**config.mk**
```make
export PLATFORM = sky130hd
export DESIGN_NAME = mem_responder
export DESIGN_NICKNAME = d
export VERILOG_FILES = /design/src/rtl/mem_responder.sv
export SDC_FILE = /design/constraint.sdc
export NUM_CORES = 2
export LEC_CHECK = 0
export BUFFER_PORTS_ARGS = -buffer_cell sky130_fd_sc_hd__buf_2
export CELL_PAD_IN_SITES_DETAIL_PLACEMENT = 1
export CELL_PAD_IN_SITES_GLOBAL_PLACEMENT = 2
export CORE_MARGIN = 1
export CORE_UTILIZATION = 50
export CTS_CLUSTER_DIAMETER = 150
export DETAILED_ROUTE_END_ITERATION = 8
export PLACE_DENSITY_LB_ADDON = 0.15
export SYNTH_ARGS = -nofsm -noshare
export SYNTH_HDL_FRONTEND = slang
export SYNTH_SLANG_ARGS = --single-unit
```
**constraint.sdc**
```tcl
create_clock -name clk -period 4.6 [get_ports clk]
set_input_delay 0 -clock clk [delete_from_list [all_inputs] [get_ports clk]]
set_output_delay 0 -clock clk [all_outputs]
set_load 0.02 [all_outputs]
```
**src/rtl/mem_responder.sv**
```systemverilog
// Word-addressed memory slave with a fixed access latency and a one-cycle completion strobe.
// Misaligned, out-of-range or read+write requests complete with addr_err and leave storage untouched.
module mem_responder #(
    parameter int WORDS_LOG2 = 6,
    parameter int LATENCY    = 2
) (
    input  logic                  clk,
    input  logic                  reset,
    input  logic                  mem_read,
    input  logic                  mem_write,
    input  logic [31:0]           addr,
    input  logic [31:0]           wdata,
    input  logic                  ld_en,
    input  logic [WORDS_LOG2-1:0] ld_addr,
    input  logic [31:0]           ld_data,
    output logic [31:0]           rdata,
    output logic                  mem_ready,
    output logic                  addr_err,
    output logic                  busy
);

    localparam int         WORDS    = 1 << WORDS_LOG2;
    localparam logic [3:0] CNT_INIT = 4'(LATENCY - 1);

    typedef enum logic [1:0] {
        IDLE,
        BUSY,
        RESP
    } state_t;

    state_t                state;
    logic [3:0]            cnt;
    logic                  op_write;
    logic                  op_err;
    logic [WORDS_LOG2-1:0] op_idx;
    logic [31:0]           op_wdata;

    logic [31:0]           mem [WORDS];

    logic                  request;
    logic                  req_err;
    logic                  mem_we;
    logic [WORDS_LOG2-1:0] mem_waddr;
    logic [31:0]           mem_wdata;

    assign request = mem_read | mem_write;
    assign req_err = (addr[1:0] != 2'b00)
                  || ((addr >> (WORDS_LOG2 + 2)) != 32'd0)
                  || (mem_read && mem_write);

    // The access write lands on the edge that enters RESP; preload only when idle with no request.
    always_comb begin
        // NOTE: every signal gets a default first so no path leaves it unassigned (no latch).
        mem_we    = 1'b0;
        mem_waddr = ld_addr;
        mem_wdata = ld_data;
        if (reset) begin
            if (state == BUSY && cnt == 4'd0 && op_write && !op_err) begin
                mem_we    = 1'b1;
                mem_waddr = op_idx;
                mem_wdata = op_wdata;
            end else if (state == IDLE && !request && ld_en) begin
                mem_we = 1'b1;
            end
        end
    end

    // NOTE: storage has no reset so it maps onto RAM and keeps its contents across reset.
    always_ff @(posedge clk) begin
        if (mem_we) begin
            mem[mem_waddr] <= mem_wdata;
        end
    end

    // NOTE: sequential state uses non-blocking assignments so every register samples pre-edge values.
    always_ff @(posedge clk) begin
        if (!reset) begin
            state     <= IDLE;
            cnt       <= 4'd0;
            rdata     <= 32'd0;
            addr_err  <= 1'b0;
            mem_ready <= 1'b0;
            busy      <= 1'b0;
            op_write  <= 1'b0;
            op_err    <= 1'b0;
            op_idx    <= '0;
            op_wdata  <= 32'd0;
        end else begin
            mem_ready <= 1'b0;
            addr_err  <= 1'b0;
            case (state)
                IDLE: begin
                    if (request) begin
                        state    <= BUSY;
                        busy     <= 1'b1;
                        cnt      <= CNT_INIT;
                        op_write <= mem_write;
                        op_err   <= req_err;
                        op_idx   <= addr[WORDS_LOG2+1:2];
                        op_wdata <= wdata;
                    end
                end
                BUSY: begin
                    if (cnt == 4'd0) begin
                        state     <= RESP;
                        mem_ready <= 1'b1;
                        addr_err  <= op_err;
                        if (!op_err && !op_write) begin
                            rdata <= mem[op_idx];
                        end
                    end else begin
                        cnt <= cnt - 4'd1;
                    end
                end
                RESP: begin
                    state <= IDLE;
                    busy  <= 1'b0;
                end
                default: begin
                    state <= IDLE;
                    busy  <= 1'b0;
                end
            endcase
        end
    end

endmodule
```
# [After elaboration in Yosys (flattened, before gate mapping)]
# Memory sizes are Yosys's and may differ from the RTL's. A register that Yosys moved wholly into a read port is not among the register bits.
# Cells that the tools add are included.
[totals] regBits=49 mem_bits_rw=2048 in_bits=107 out_inout_bits=35 elab_cells=60 n_memories=1
[op_classes] add_sub_neg=1 eq_ne=4 muxes=18 n_bitwise=2 n_reduce_logical=25
[memory_table] name="mem" depth=64 word_bits=32 rd=1 rd_ports_with_merged_regs=1 wr=1 line="38" rtl="logic [31:0] mem [WORDS];"
[op_table] cell="32-bit two-way mux" n=2
[op_table] cell="32-bit nonzero test" n=1
[op_table] cell="6-bit two-way mux" n=2
[op_table] cell="3-bit AND reduction" n=3
[op_table] cell="4-bit two-way mux" n=2
[op_table] cell="4-bit one-hot mux with 2 select lines" n=1
[op_table] cell="2-bit AND reduction" n=4
[op_table] cell="1-bit logical AND" n=7
[op_table] cell="1-bit two-way mux" n=7
[op_table] cell="1-bit zero test" n=4
[op_table] cell="4-bit zero test" n=1
[op_table] cell="2-bit two-way mux" n=2
[op_table] cell="2-bit inequality test, second input constant" n=2
[op_table] cell="2-bit one-hot mux with 2 select lines" n=1
[op_table] cell="2-bit nonzero test" n=2
[op_table] cell="4-bit by 1-bit subtractor with 4-bit output, second input constant" n=1
[op_table] cell="2-bit by 1-bit equality test with 1-bit output, second input constant" n=1
[op_table] cell="2-bit zero test" n=1
[op_table] cell="1-bit logical OR" n=2
[op_table] cell="2-bit by 1-bit inequality test with 1-bit output, second input constant" n=1
[op_table] cell="1-bit one-hot mux with 2 select lines" n=1
[op_table] cell="1-bit inverter" n=1
[op_table] cell="1-bit bitwise OR" n=1

# [Longest topological paths before layout]
[logic_depth] word_depth=9 ltp_mapped=11 mapped_depth_nobuf=8

# [Least setup slack after synthesis]
# Ideal clock, no wire load.
[synth_path] kind="flip-flop to flip-flop" startpoint="register cnt[0]" endpoint="memory mem[42][0], enable pin" setup_time_ns=0.421 t_arrival_ns=3.177 required_ns=4.179 setup_slack_ns=1.002 path_stages_with_launch=9 path_buffers=1 period_less_slack_ns=3.598 path_cell_list="dfxtp_1 > inv_1 > ha_1 > nor3b_2 > nand4_1 > clkbuf_1 > mux2i_1 > nand2_1 > nor2_1"
[synth_between] elab_chain_len=8 elab_cells_between_ends=10 cone_classes="6 x mux; 4 x reduce/logical"
[synth_lines] item="start, declared" line="32" rtl="logic [3:0] cnt;"
[synth_lines] item="start signal, assigned" line="112" rtl="cnt <= cnt - 4'd1;"
[synth_lines] item="4-bit zero test (*)" line="58" rtl="if (state == BUSY && cnt == 4'd0 && op_write && !op_err) begin"
[synth_lines] item="1-bit logical AND (*) (3 in a row)" line="58"
[synth_lines] item="1-bit two-way mux" line="58"
[synth_lines] item="1-bit two-way mux" line="57" rtl="if (reset) begin"
[synth_lines] item="1-bit two-way mux" line="70" rtl="if (mem_we) begin"
[synth_lines] item="1-bit two-way mux (not written as such)" line="71" rtl="mem[mem_waddr] <= mem_wdata;"
[synth_lines] item="end, declared" line="38"
# Every way passes the cells marked *; elsewhere a longest branch is shown, timed or not.

# [Final worst setup path]
[layout_path] startpoint="register cnt[0]" endpoint="memory mem[21][25], enable pin"
# The elaborated chain is that of the path after synthesis.

==> impl_metrics.yaml <==
run:
  max_cap_viol_count: 0
synth:
  yosys-mux-area-fraction_pct: 14.2
  synthDistinctLibCells: 58
  syn_area_mm2: 0.0816
  postSynthRegisterBits: 2129
  syn-num-nets: 4127
  syn_inst: 4018
  postSynth.topFlopCell: "sky130_fd_sc_hd__edfxtp_1"
  synth_area_in_compound_gates_pct: 4.29
  synth-xor-area-share_pct: 0.0215
  netlist.area_leader.share_pct: 75.4
  synth-simple-area-share_pct: 2.51
  synth-edff-count: 2048
  synthesis.yosys.warnings: 0
  synth_seq_area_share_pct: 77.4
  synth_fa_ha_area_share_pct: 0.0307
  synthesis.area_per_instance_um2: 20.3
  synth.top_cells.by_area: "sky130_fd_sc_hd__edfxtp_1 75%, sky130_fd_sc_hd__mux4_2 11%, sky130_fd_sc_hd__mux2i_1 2.6%"
  main_combinational_cell_family_by_area_after_synthesis: "multiplexers"
  synth_top_area_cell: "sky130_fd_sc_hd__edfxtp_1"
  ys_async_sr_fraction_pct: 0
hold_path:
  hold_class: "input pin to flop"
  hold_path.startpoint: "ld_data[30]"
worst_setup_path:
  setup_crit_end_kind: "flop"
  worst_setup_path_startpoint: "cnt[0]"
  timing_worst_setup_path_type: "flop to flop"
  arrival_ps: 4500
  critical_path.reg2reg.startpoint: "cnt[0]"
  cp_max_fo: 19
  reg2reg_setup_slack_ps: 640
  startpoint_type: "flop"
  timing.critical_path.required_ps: 5150
timing:
  finalSetupViolCount: 0
  worst_clock_skew_ps: 37.6
  transition_time_at_the_pin_with_the_least_slew_margin_ps: 1110
  min_period_ps: 3960
  rsz0062_at_grt: "no"
  timing.fmax_mhz: 253
  final_hold_viol_count: 0
  timing.final.crit_share_pct: 86.0
  timing.max_slew.rel_slack_pct: 25.2
  maxSlewViolCount: 0
  tns_ps: 0
clock_tree:
  clock_sinks: 2129
  cts_max_path_buffers: 3
  ctsHtreeMaxLevel: 4
  clock_insertion_delay_worst_skew_ps: 870
  cts_tree: "built"
  total_of_cells_resized_after_clock_tree_synthesis: 0
  cts_root_buffer: "sky130_fd_sc_hd__clkbuf_16"
  cts.reportedPaths.clkPinSlew_ps: 60
  tritoncts.num_buffers: 213
power_and_ir_drop:
  sequentialPowerShare_pct: 51.5
  netSwitchingPower_mw: 9.70
  irDropWorstVdd_v: 0.000461
  pwr-share-comb_pct: 8.3
  fin_total_pwr_mw: 41.8
  internal_power_contribution_mw: 32.1
  power.density_cell_area_mw_per_mm2: 441
  power.share.switching_pct: 23.2
  power.leakage_nw: 29.7
  clock_power_share_pct: 40.2
route:
  route.antenna.remaining_nets: 0
  met3_length_mm: 16.9
  detailroute.wirelength.met2_mm: 114
  detail_route.wirelength_mm: 236
  vias: 43487
  top_layer_used: "met5"
  drt_drc_violations_left: 0
  met1_wire_length_mm: 98.2
  post_drt_wl_per_cell_um: 34.3
  avg_vias_per_cell: 6.32
  dr.first_iter.drc_count: 5191
  drt_pass1_iterations: 5
die:
  fp-row-count: 147
  die_width_um: 406
  coreArea_mm2: 0.161
  design.portCount: 142
  die_height_um: 406
  floorplan.initialDensity_pct: 50.6
  die_area_mm2: 0.165
layout:
  multi_input_area_mm2: 0.0179
  post_layout_nonfiller_instances: 6878
  antenna_cells_inserted: 0
  synthToLayoutAreaGrowth_pct: 16.2
  area.sequential_mm2: 0.0631
  final_layout_size_suffix_gt1_share_pct: 26.1
  fillerInstances: 13756
  layout.nets: 4649
global_routing:
  grt_usage_pct: 29.1
  number_of_antenna_violations_at_the_first_check_in_global_routing: 14
  grt_overflow: 0
  grt_pass1_wl_mm: 334
  pin_count_of_the_biggest_net_entering_global_routing: 67
  via_count_of_the_first_global_routing_pass: 45202
placed_design:
  detailed_place_hpwl_mm: 142
  gp_routability_congestion: 0.826
  place_inst: 6343
  port_buffers: 141
run_status:
  run_status: "finished clean"
## through the flow
stage | instance area, um^2 | hold slack, ps | utilization [%] | setup WS, ps
after floorplan | 81600 | 136 | - | 1000
after global placement | 86700 | 236 | 53.7 | 451
after detailed placement | 86700 | 251 | 53.7 | 433
after CTS | 94800 | 7.00 | 58.8 | 186
after global routing | 94800 | 39.6 | 58.8 | 389
final | 94800 | 57.3 | 58.8 | 644
## routing by layer
| layer | track usage [%] | vias up |
|---|---|---|
| li1 | - | 17704 |
| met2 | 46.9 | 1870 |
| met5 | 0 | - |
| met3 | 4.22 | 327 |
| met1 | 41.8 | 23572 |
| met4 | 8.34 | 14 |
## timing repair
action	4_1_cts	5_1_grt
endpoints found under the setup margin	0	76
buffers inserted	0	2
endpoints found under the hold margin	518	0
hold buffers	140	0
## registers in the layout, indices dropped and copies added (netlist names)
| name | flops |
|---|---|
| addr_err | 1 |
| mem_ready | 1 |
| op_idx | 6 |
| op_write | 1 |
| busy | 1 |
| mem | 2048 |
| rdata | 32 |
| op_wdata | 32 |
| cnt | 4 |
| state | 2 |
| op_err | 1 |
## critical path, stage by stage (launching register included)
cell	delay, ps
sky130_fd_sc_hd__dfxtp_1	330
sky130_fd_sc_hd__inv_1	90
sky130_fd_sc_hd__ha_1	160
sky130_fd_sc_hd__nor3b_2	430
sky130_fd_sc_hd__nand4_1	160
sky130_fd_sc_hd__buf_4	210
sky130_fd_sc_hd__buf_4	160
sky130_fd_sc_hd__or3_1	300
sky130_fd_sc_hd__o31ai_1	90
sky130_fd_sc_hd__dlygate4sd3_1	590
sky130_fd_sc_hd__nand2_1	50
sky130_fd_sc_hd__buf_4	230
sky130_fd_sc_hd__nor2_4	560
sky130_fd_sc_hd__buf_12	270
## worst paths after layout
| path | endpoint | cells past startpoint |
|---|---|---|
| worst max register to register | mem[21][25] | 13 |
| worst min-delay path | mem[22][30] | 4 |
| worst max-delay path | mem[21][25] | 13 |
| worst min register to register | busy | 2 |
## area by class of cell
| type | instances | share of cell area, % |
|---|---|---|
| tap | 2160 | 2.85 |
| sequential | 2129 | 66.6 |
| timing repair buffer | 531 | 4.62 |
| multi-input combinational | 1656 | 18.8 |
| clock inverter | 111 | 1.03 |
| inverter | 9 | 0.0356 |
| clock buffer | 282 | 6.03 |
## power groups by stage
stage | clock [mW] | sequential [mW] | combinational (mW)
2_1_floorplan | 0 | 21.9 | 2.05
3_3_place_gp | 0 | 22.0 | 3.26
3_5_place_dp | 0 | 22.0 | 3.32
4_1_cts | 17.0 | 21.5 | 3.45
5_1_grt | 17.6 | 21.5 | 3.64
6_report | 16.8 | 21.5 | 3.45
## cells in the final DEF, fill, tap and decap left out, types with 139 or more instances in the layout
cell,count
sky130_fd_sc_hd__edfxtp_1,2048
sky130_fd_sc_hd__mux4_2,411
sky130_fd_sc_hd__buf_4,218
sky130_fd_sc_hd__clkbuf_16,216
sky130_fd_sc_hd__mux2i_1,215
sky130_fd_sc_hd__nand2_1,208
sky130_fd_sc_hd__a21oi_1,144
sky130_fd_sc_hd__buf_2,141
sky130_fd_sc_hd__dlygate4sd3_1,140
sky130_fd_sc_hd__a22oi_1,139
## Yosys cell counts (all sizes together) (33+ instances only)
library cell / number
nand3: 33
nand2: 242
o21ai: 54
edfxtp: 2048
o221ai: 41
clkbuf: 89
dfxtp: 81
mux2i: 215
mux4: 411
o22ai: 46
a22oi: 139
nor2: 129
buf: 135
a21oi: 144
## cell families after synthesis
kind of cell	Yosys count
fa+ha+maj	2
mux	645
buf+inv	233
simple gates	478
flops	2129
compound gates	529
xor+xnor	2
Power figures use the tool's default switching activity.
